[src/rtl/pipeline_hazard_ctrl_pkg.sv]
// Shared types and constants for the pipeline hazard controller.
// Latency: n/a (declarations only).
// Backpressure: n/a.
package pipeline_hazard_ctrl_pkg;

  // Sequencer states; the encoding is fixed so debug probes can decode it.
  typedef enum logic [1:0] {
    ST_RUN      = 2'd0,
    ST_MEM_WAIT = 2'd1,
    ST_ERROR    = 2'd2
  } state_t;

  // x0 is hardwired to zero, so a load targeting it never creates a hazard.
  localparam logic [4:0] REG_X0 = 5'd0;

endpackage

[src/rtl/pipeline_hazard_ctrl_hazard_detect.sv]
// Load-use comparator: flags an ID instruction that reads the register a load in EX writes.
// Latency: purely combinational, zero cycles.
// Backpressure: none; the caller decides what to do with the flag.
//
// Ports:
//   i_id_rs1 / i_id_rs2         source registers of the ID instruction
//   i_id_rs1_use / i_id_rs2_use the ID instruction actually reads that source
//   i_ex_mem_rd                 the EX instruction is a load
//   i_ex_regd                   destination register of the EX instruction
//   o_load_use                  a one-bubble stall is required
module pipeline_hazard_ctrl_hazard_detect
  import pipeline_hazard_ctrl_pkg::*;
(
  input  logic [4:0] i_id_rs1,
  input  logic [4:0] i_id_rs2,
  input  logic       i_id_rs1_use,
  input  logic       i_id_rs2_use,
  input  logic       i_ex_mem_rd,
  input  logic [4:0] i_ex_regd,
  output logic       o_load_use
);

  logic w_rs1_hit;
  logic w_rs2_hit;

  assign w_rs1_hit  = i_id_rs1_use && (i_id_rs1 == i_ex_regd);
  assign w_rs2_hit  = i_id_rs2_use && (i_id_rs2 == i_ex_regd);
  assign o_load_use = i_ex_mem_rd && (i_ex_regd != REG_X0) && (w_rs1_hit || w_rs2_hit);

endmodule

[src/rtl/pipeline_hazard_ctrl.sv]
// Stall/flush sequencer for the 5-stage pipeline: load-use bubbles, MEM-stage redirects, dmem waits.
// Latency: enables/flushes are combinational (Mealy) from state and inputs; state/counters update on clk_i.
// Backpressure: a dmem wait freezes every stage until dmem_ready_i; a wait of TIMEOUT cycles locks ERROR until reset.
//
// Ports:
//   clk_i, reset_n_i                  clock, async active-low reset
//   id_*_i, ex_mem_rd_i, ex_regd_i    operands for load-use detection
//   mem_redirect_i                    taken branch / JAL resolved in MEM
//   mem_access_i, dmem_ready_i        data-memory handshake
//   *_en_o, *_flush_o                 pipeline register enables and bubble controls
//   pc_sel_redirect_o                 PC loads the redirect target
//   stall_cnt_o                       saturating count of cycles with the PC held
//   err_o                             sticky memory timeout
module pipeline_hazard_ctrl
  import pipeline_hazard_ctrl_pkg::*;
#(
  parameter int TIMEOUT = 16,
  parameter int CNT_W   = 16
) (
  input  logic             clk_i,
  input  logic             reset_n_i,
  input  logic [4:0]       id_rs1_i,
  input  logic [4:0]       id_rs2_i,
  input  logic             id_rs1_use_i,
  input  logic             id_rs2_use_i,
  input  logic             ex_mem_rd_i,
  input  logic [4:0]       ex_regd_i,
  input  logic             mem_redirect_i,
  input  logic             mem_access_i,
  input  logic             dmem_ready_i,
  output logic             pc_en_o,
  output logic             ifid_en_o,
  output logic             ifid_flush_o,
  output logic             idex_en_o,
  output logic             idex_flush_o,
  output logic             exmem_en_o,
  output logic             exmem_flush_o,
  output logic             memwb_en_o,
  output logic             pc_sel_redirect_o,
  output logic [CNT_W-1:0] stall_cnt_o,
  output logic             err_o
);

  localparam int WC_W = $clog2(TIMEOUT + 1);
  localparam logic [WC_W-1:0] WC_LAST = WC_W'(TIMEOUT - 1);

  state_t           r_state;
  logic [WC_W-1:0]  r_wait_cnt;
  logic             r_pend_redirect;
  logic [CNT_W-1:0] r_stall_cnt;

  logic w_load_use;
  logic w_mem_wait;

  pipeline_hazard_ctrl_hazard_detect u_hazard_detect (
    .i_id_rs1     (id_rs1_i),
    .i_id_rs2     (id_rs2_i),
    .i_id_rs1_use (id_rs1_use_i),
    .i_id_rs2_use (id_rs2_use_i),
    .i_ex_mem_rd  (ex_mem_rd_i),
    .i_ex_regd    (ex_regd_i),
    .o_load_use   (w_load_use)
  );

  assign w_mem_wait = mem_access_i && !dmem_ready_i;

  always_comb begin
    pc_en_o           = 1'b1;
    ifid_en_o         = 1'b1;
    ifid_flush_o      = 1'b0;
    idex_en_o         = 1'b1;
    idex_flush_o      = 1'b0;
    exmem_en_o        = 1'b1;
    exmem_flush_o     = 1'b0;
    memwb_en_o        = 1'b1;
    pc_sel_redirect_o = 1'b0;

    if (!reset_n_i) begin
      // Hold everything and keep bubbles flowing into the registers while in reset.
      pc_en_o       = 1'b0;
      ifid_en_o     = 1'b0;
      idex_en_o     = 1'b0;
      exmem_en_o    = 1'b0;
      memwb_en_o    = 1'b0;
      ifid_flush_o  = 1'b1;
      idex_flush_o  = 1'b1;
      exmem_flush_o = 1'b1;
    end else begin
      case (r_state)
        ST_RUN, ST_MEM_WAIT: begin
          if ((r_state == ST_RUN) ? w_mem_wait : !dmem_ready_i) begin
            // Memory not done: freeze the whole pipeline, no bubbles.
            pc_en_o    = 1'b0;
            ifid_en_o  = 1'b0;
            idex_en_o  = 1'b0;
            exmem_en_o = 1'b0;
            memwb_en_o = 1'b0;
          end else if ((r_state == ST_RUN) ? mem_redirect_i : r_pend_redirect) begin
            // Redirect squashes the three younger stages, including any load-use victim.
            pc_sel_redirect_o = 1'b1;
            ifid_flush_o      = 1'b1;
            idex_flush_o      = 1'b1;
            exmem_flush_o     = 1'b1;
          end else if (w_load_use) begin
            pc_en_o      = 1'b0;
            ifid_en_o    = 1'b0;
            idex_flush_o = 1'b1;
          end
        end
        default: begin
          pc_en_o    = 1'b0;
          ifid_en_o  = 1'b0;
          idex_en_o  = 1'b0;
          exmem_en_o = 1'b0;
          memwb_en_o = 1'b0;
        end
      endcase
    end
  end

  always_ff @(posedge clk_i or negedge reset_n_i) begin
    if (!reset_n_i) begin
      r_state         <= ST_RUN;
      r_wait_cnt      <= '0;
      r_pend_redirect <= 1'b0;
      r_stall_cnt     <= '0;
    end else begin
      if (!pc_en_o && (r_stall_cnt != {CNT_W{1'b1}})) begin
        r_stall_cnt <= r_stall_cnt + 1'b1;
      end

      case (r_state)
        ST_RUN: begin
          if (w_mem_wait) begin
            r_state         <= ST_MEM_WAIT;
            r_wait_cnt      <= WC_W'(1);
            // Remember the redirect; it is applied when memory finally completes.
            r_pend_redirect <= mem_redirect_i;
          end
        end
        ST_MEM_WAIT: begin
          if (dmem_ready_i) begin
            // Ready beats a coincident timeout.
            r_state         <= ST_RUN;
            r_wait_cnt      <= '0;
            r_pend_redirect <= 1'b0;
          end else begin
            r_wait_cnt <= r_wait_cnt + 1'b1;
            if (r_wait_cnt >= WC_LAST) begin
              r_state <= ST_ERROR;
            end
          end
        end
        default: begin
          r_state <= ST_ERROR;
        end
      endcase
    end
  end

  assign stall_cnt_o = r_stall_cnt;
  assign err_o       = (r_state == ST_ERROR);

endmodule

[config.mk]
export PLATFORM = sky130hd
export DESIGN_NAME = pipeline_hazard_ctrl
export DESIGN_NICKNAME = d
export VERILOG_FILES = /design/src/rtl/pipeline_hazard_ctrl_pkg.sv /design/src/rtl/pipeline_hazard_ctrl_hazard_detect.sv /design/src/rtl/pipeline_hazard_ctrl.sv
export SDC_FILE = /design/constraint.sdc
export NUM_CORES = 1
export LEC_CHECK = 0
export CAP_MARGIN = 20
export CORE_ASPECT_RATIO = 1.5
export CORE_UTILIZATION = 49
export CTS_CLUSTER_DIAMETER = 60
export CTS_CLUSTER_SIZE = 28
export DETAILED_ROUTE_END_ITERATION = 8
export GPL_ROUTABILITY_DRIVEN = 0
export PLACE_DENSITY = 0.85
export SETUP_SLACK_MARGIN = 0.4
export SLEW_MARGIN = 15
export SYNTH_ARGS = -nofsm -noshare
export SYNTH_HDL_FRONTEND = slang
export SYNTH_SLANG_ARGS = --single-unit
[constraint.sdc]
create_clock -name clk_i -period 5.7 [get_ports clk_i]
set_input_delay 1.14 -clock clk_i [delete_from_list [all_inputs] [get_ports clk_i]]
set_output_delay 1.14 -clock clk_i [all_outputs]
set_load 0.05 [all_outputs]
==> results.sh <==
export IMPL_grtUsageTotal=0.228
export IMPL_synthCells=147
export IMPL_die_area_um2=3220
export IMPL_synthFlopType="dfrtp_1"
export IMPL_route_detailed_drc=0
export IMPL_initialDrtViolationCount=21
export IMPL_crit_fanout=3
export IMPL_path_class="in2out"
export IMPL_start_util=0.509
export IMPL_cts_buffer_depth=2
export IMPL_synth_async_reset_ratio=1.00
export IMPL_pin_count=49
export IMPL_yosysWarnings=0
export IMPL_drt_wirelength_per_cell_um=14.8
export IMPL_p_total_w=0.000762
export IMPL_fin_area_um2=2000
export IMPL_fill_cells=233
export IMPL_grt_pass1_wl_mm=5.51
export IMPL_min_path_type="reg2reg"
export IMPL_die_height_um=69.0
export IMPL_placed_area_um2=1940
export IMPL_cts_setup_buffers=0
export IMPL_clock_root_buffer="clkbuf_8"
export IMPL_routed_via_density=5.45
export IMPL_diodes=0
export IMPL_status="finished clean"
export IMPL_report_final_slew_viol_count=0
export IMPL_synthTopCellsByArea="dfrtp_1 (41%), xnor2_1 (9.5%), xor2_1 (5.4%)"
export IMPL_grt_pass1_vias=1295
export IMPL_die_w_um=46.7
export IMPL_vias=1254
export IMPL_synth_distinct_cells=41
export IMPL_gr_total_overflow=0
export IMPL_ir_drop_mv=0.396
export IMPL_skew_ns=0.00221
export IMPL_synth_area_um2=1470
export IMPL_areaGrowthSynthToFinish_pct=36.2
export IMPL_cts_hold_buffers=0
export IMPL_relSlewSlack=0.406
export IMPL_min_period_ns=4.58
export IMPL_cp_end_kind="output port"
export IMPL_hold_viol_final=0
export IMPL_wirelength_mm=3.41
export IMPL_syn_avg_cell_area_um2=9.98
export IMPL_final_cell_mix="clkdlybuf4s50_1 (48), dfrtp_1 (24), xnor2_1 (16)"
export IMPL_yosysTopAreaCell="dfrtp_1"
export IMPL_postRouteAntennaNets=0
export IMPL_startpoint_type="input port"
export IMPL_fin_crit_sh=0.804
export IMPL_rows=24
export IMPL_htree_levels=1
export IMPL_grt_setup_unrepaired="false"
export IMPL_path_clk_slew_ns=0.08
export IMPL_power_leakage_nw=0.804
export IMPL_clkSinkCount=24
export IMPL_cts_resized=0
export IMPL_setup_violations=0
export IMPL_mappedNetlistNets=173
export IMPL_fin_nets=218
export IMPL_cts_buffers=3
export IMPL_first_pass_iters=4
export IMPL_drive_gt1_frac=0.0995
export IMPL_synth_top_area_frac=0.409
export IMPL_finish_utilization=0.694
export IMPL_cp_arrival_ns=3.44
export IMPL_ys_seq_area_frac=0.409
export IMPL_portBuffers=48
export IMPL_required_ns=4.56
export IMPL_antenna_found_initial=0
export IMPL_worstMarginPinSlew_ns=0.890
export IMPL_layout_commonest_cell="clkdlybuf4s50_1"
export IMPL_power_density_nw_per_um2=381
export IMPL_setup_tns_final_ns=0
export IMPL_ys_ff_latch=24
export IMPL_synth_edf_count=0
export IMPL_core_area_um2=2880
export IMPL_max_freq_mhz=218
export IMPL_grt_max_degree=17
export IMPL_worstSkewPairLatency_ns=0.26
export IMPL_dp_hpwl_mm=2.70
export IMPL_cts_tree="done"
export IMPL_cap_violations=0
[state kept, by name (all words and copies together), names as in the netlist]
register         flops
r_wait_cnt           5
r_state              2
stall_cnt_o         16
r_pend_redirect      1
[where the power goes]
group / leakage (nW) / switching, W / internal [W]
Clock: 0.0288 / 0.0000515 / 0.0000616
Sequential: 0.311 / 0.0000534 / 0.000211
Combinational: 0.465 / 0.000243 / 0.000142
Total: 0.804 / 0.000348 / 0.000414
[layer usage]
layer,vias to the layer above,GRT usage,part of all wire
li1,600,-,-
met1,606,0.257,0.39
met2,44,0.415,0.54
met3,4,0.0209,0.057
met4,0,0.0794,0.010
met5,-,0,0
[area by class of cell]
| class | count | area, um^2 | share of cell area |
|---|---|---|---|
| clock buffers | 4 | 55.1 | 0.0275 |
| well taps | 39 | 48.8 | 0.0244 |
| flip-flops and latches | 24 | 601 | 0.300 |
| multi-input cells | 104 | 769 | 0.385 |
| inverters | 10 | 37.5 | 0.0188 |
| repair buffers | 49 | 488 | 0.244 |
[metrics by stage]
stage	cells	worst slack (ns)	hold slack, ns
global route	230	1.01	0.525
finish	230	1.12	0.496
CTS	230	1.11	0.499
global placement	226	1.16	0.479
detailed placement	226	1.11	0.486
floorplan	147	1.27	0.471
[critical path: stages]
cell and delay (ns):
clkdlybuf4s50_1 0.47, or4_1 0.55, o21a_1 0.22, a31oi_1 0.22
clkdlybuf4s50_1 0.84
[cell families (layout without fill, tap and decap cells)]
kind of cell	after synthesis	after routing	synth area share
compound gates	25	25	0.120
xor+xnor	25	25	0.149
fa+ha+maj	3	3	0.0256
buf+inv	19	63	0.0665
flops	24	24	0.409
mux	3	3	0.0239
simple gates	48	48	0.205
[Yosys cell counts, drive strengths merged, types with 3 or more instances]
cell / number
dfrtp: 24
xnor2: 16
nand2: 12
inv: 10
o21ai: 10
nor2: 9
xor2: 9
nand4: 8
buf: 7
nand3: 7
and3: 4
ha: 3
nor4: 3
[path summary, 6_finish.rpt]
kind	endpoint	slack, ns	cells after the start	from
worst max-delay path	pc_en_o	1.12	5	ex_regd_i[1]
worst min-delay path	stall_cnt_o[11]$_DFFE_PN0P_	0.50	1	stall_cnt_o[11]$_DFFE_PN0P_
worst max register to register	stall_cnt_o[8]$_DFFE_PN0P_	3.25	6	r_state[1]$_DFFE_PN0P_
worst min register to register	stall_cnt_o[11]$_DFFE_PN0P_	0.50	1	stall_cnt_o[11]$_DFFE_PN0P_
max in group asynchronous	stall_cnt_o[14]$_DFFE_PN0P_	3.90	2	reset_n_i
min in group asynchronous	r_wait_cnt[0]$_DFFE_PN0P_	1.21	1	reset_n_i
Note: power is estimated with default switching activity, not from simulation.
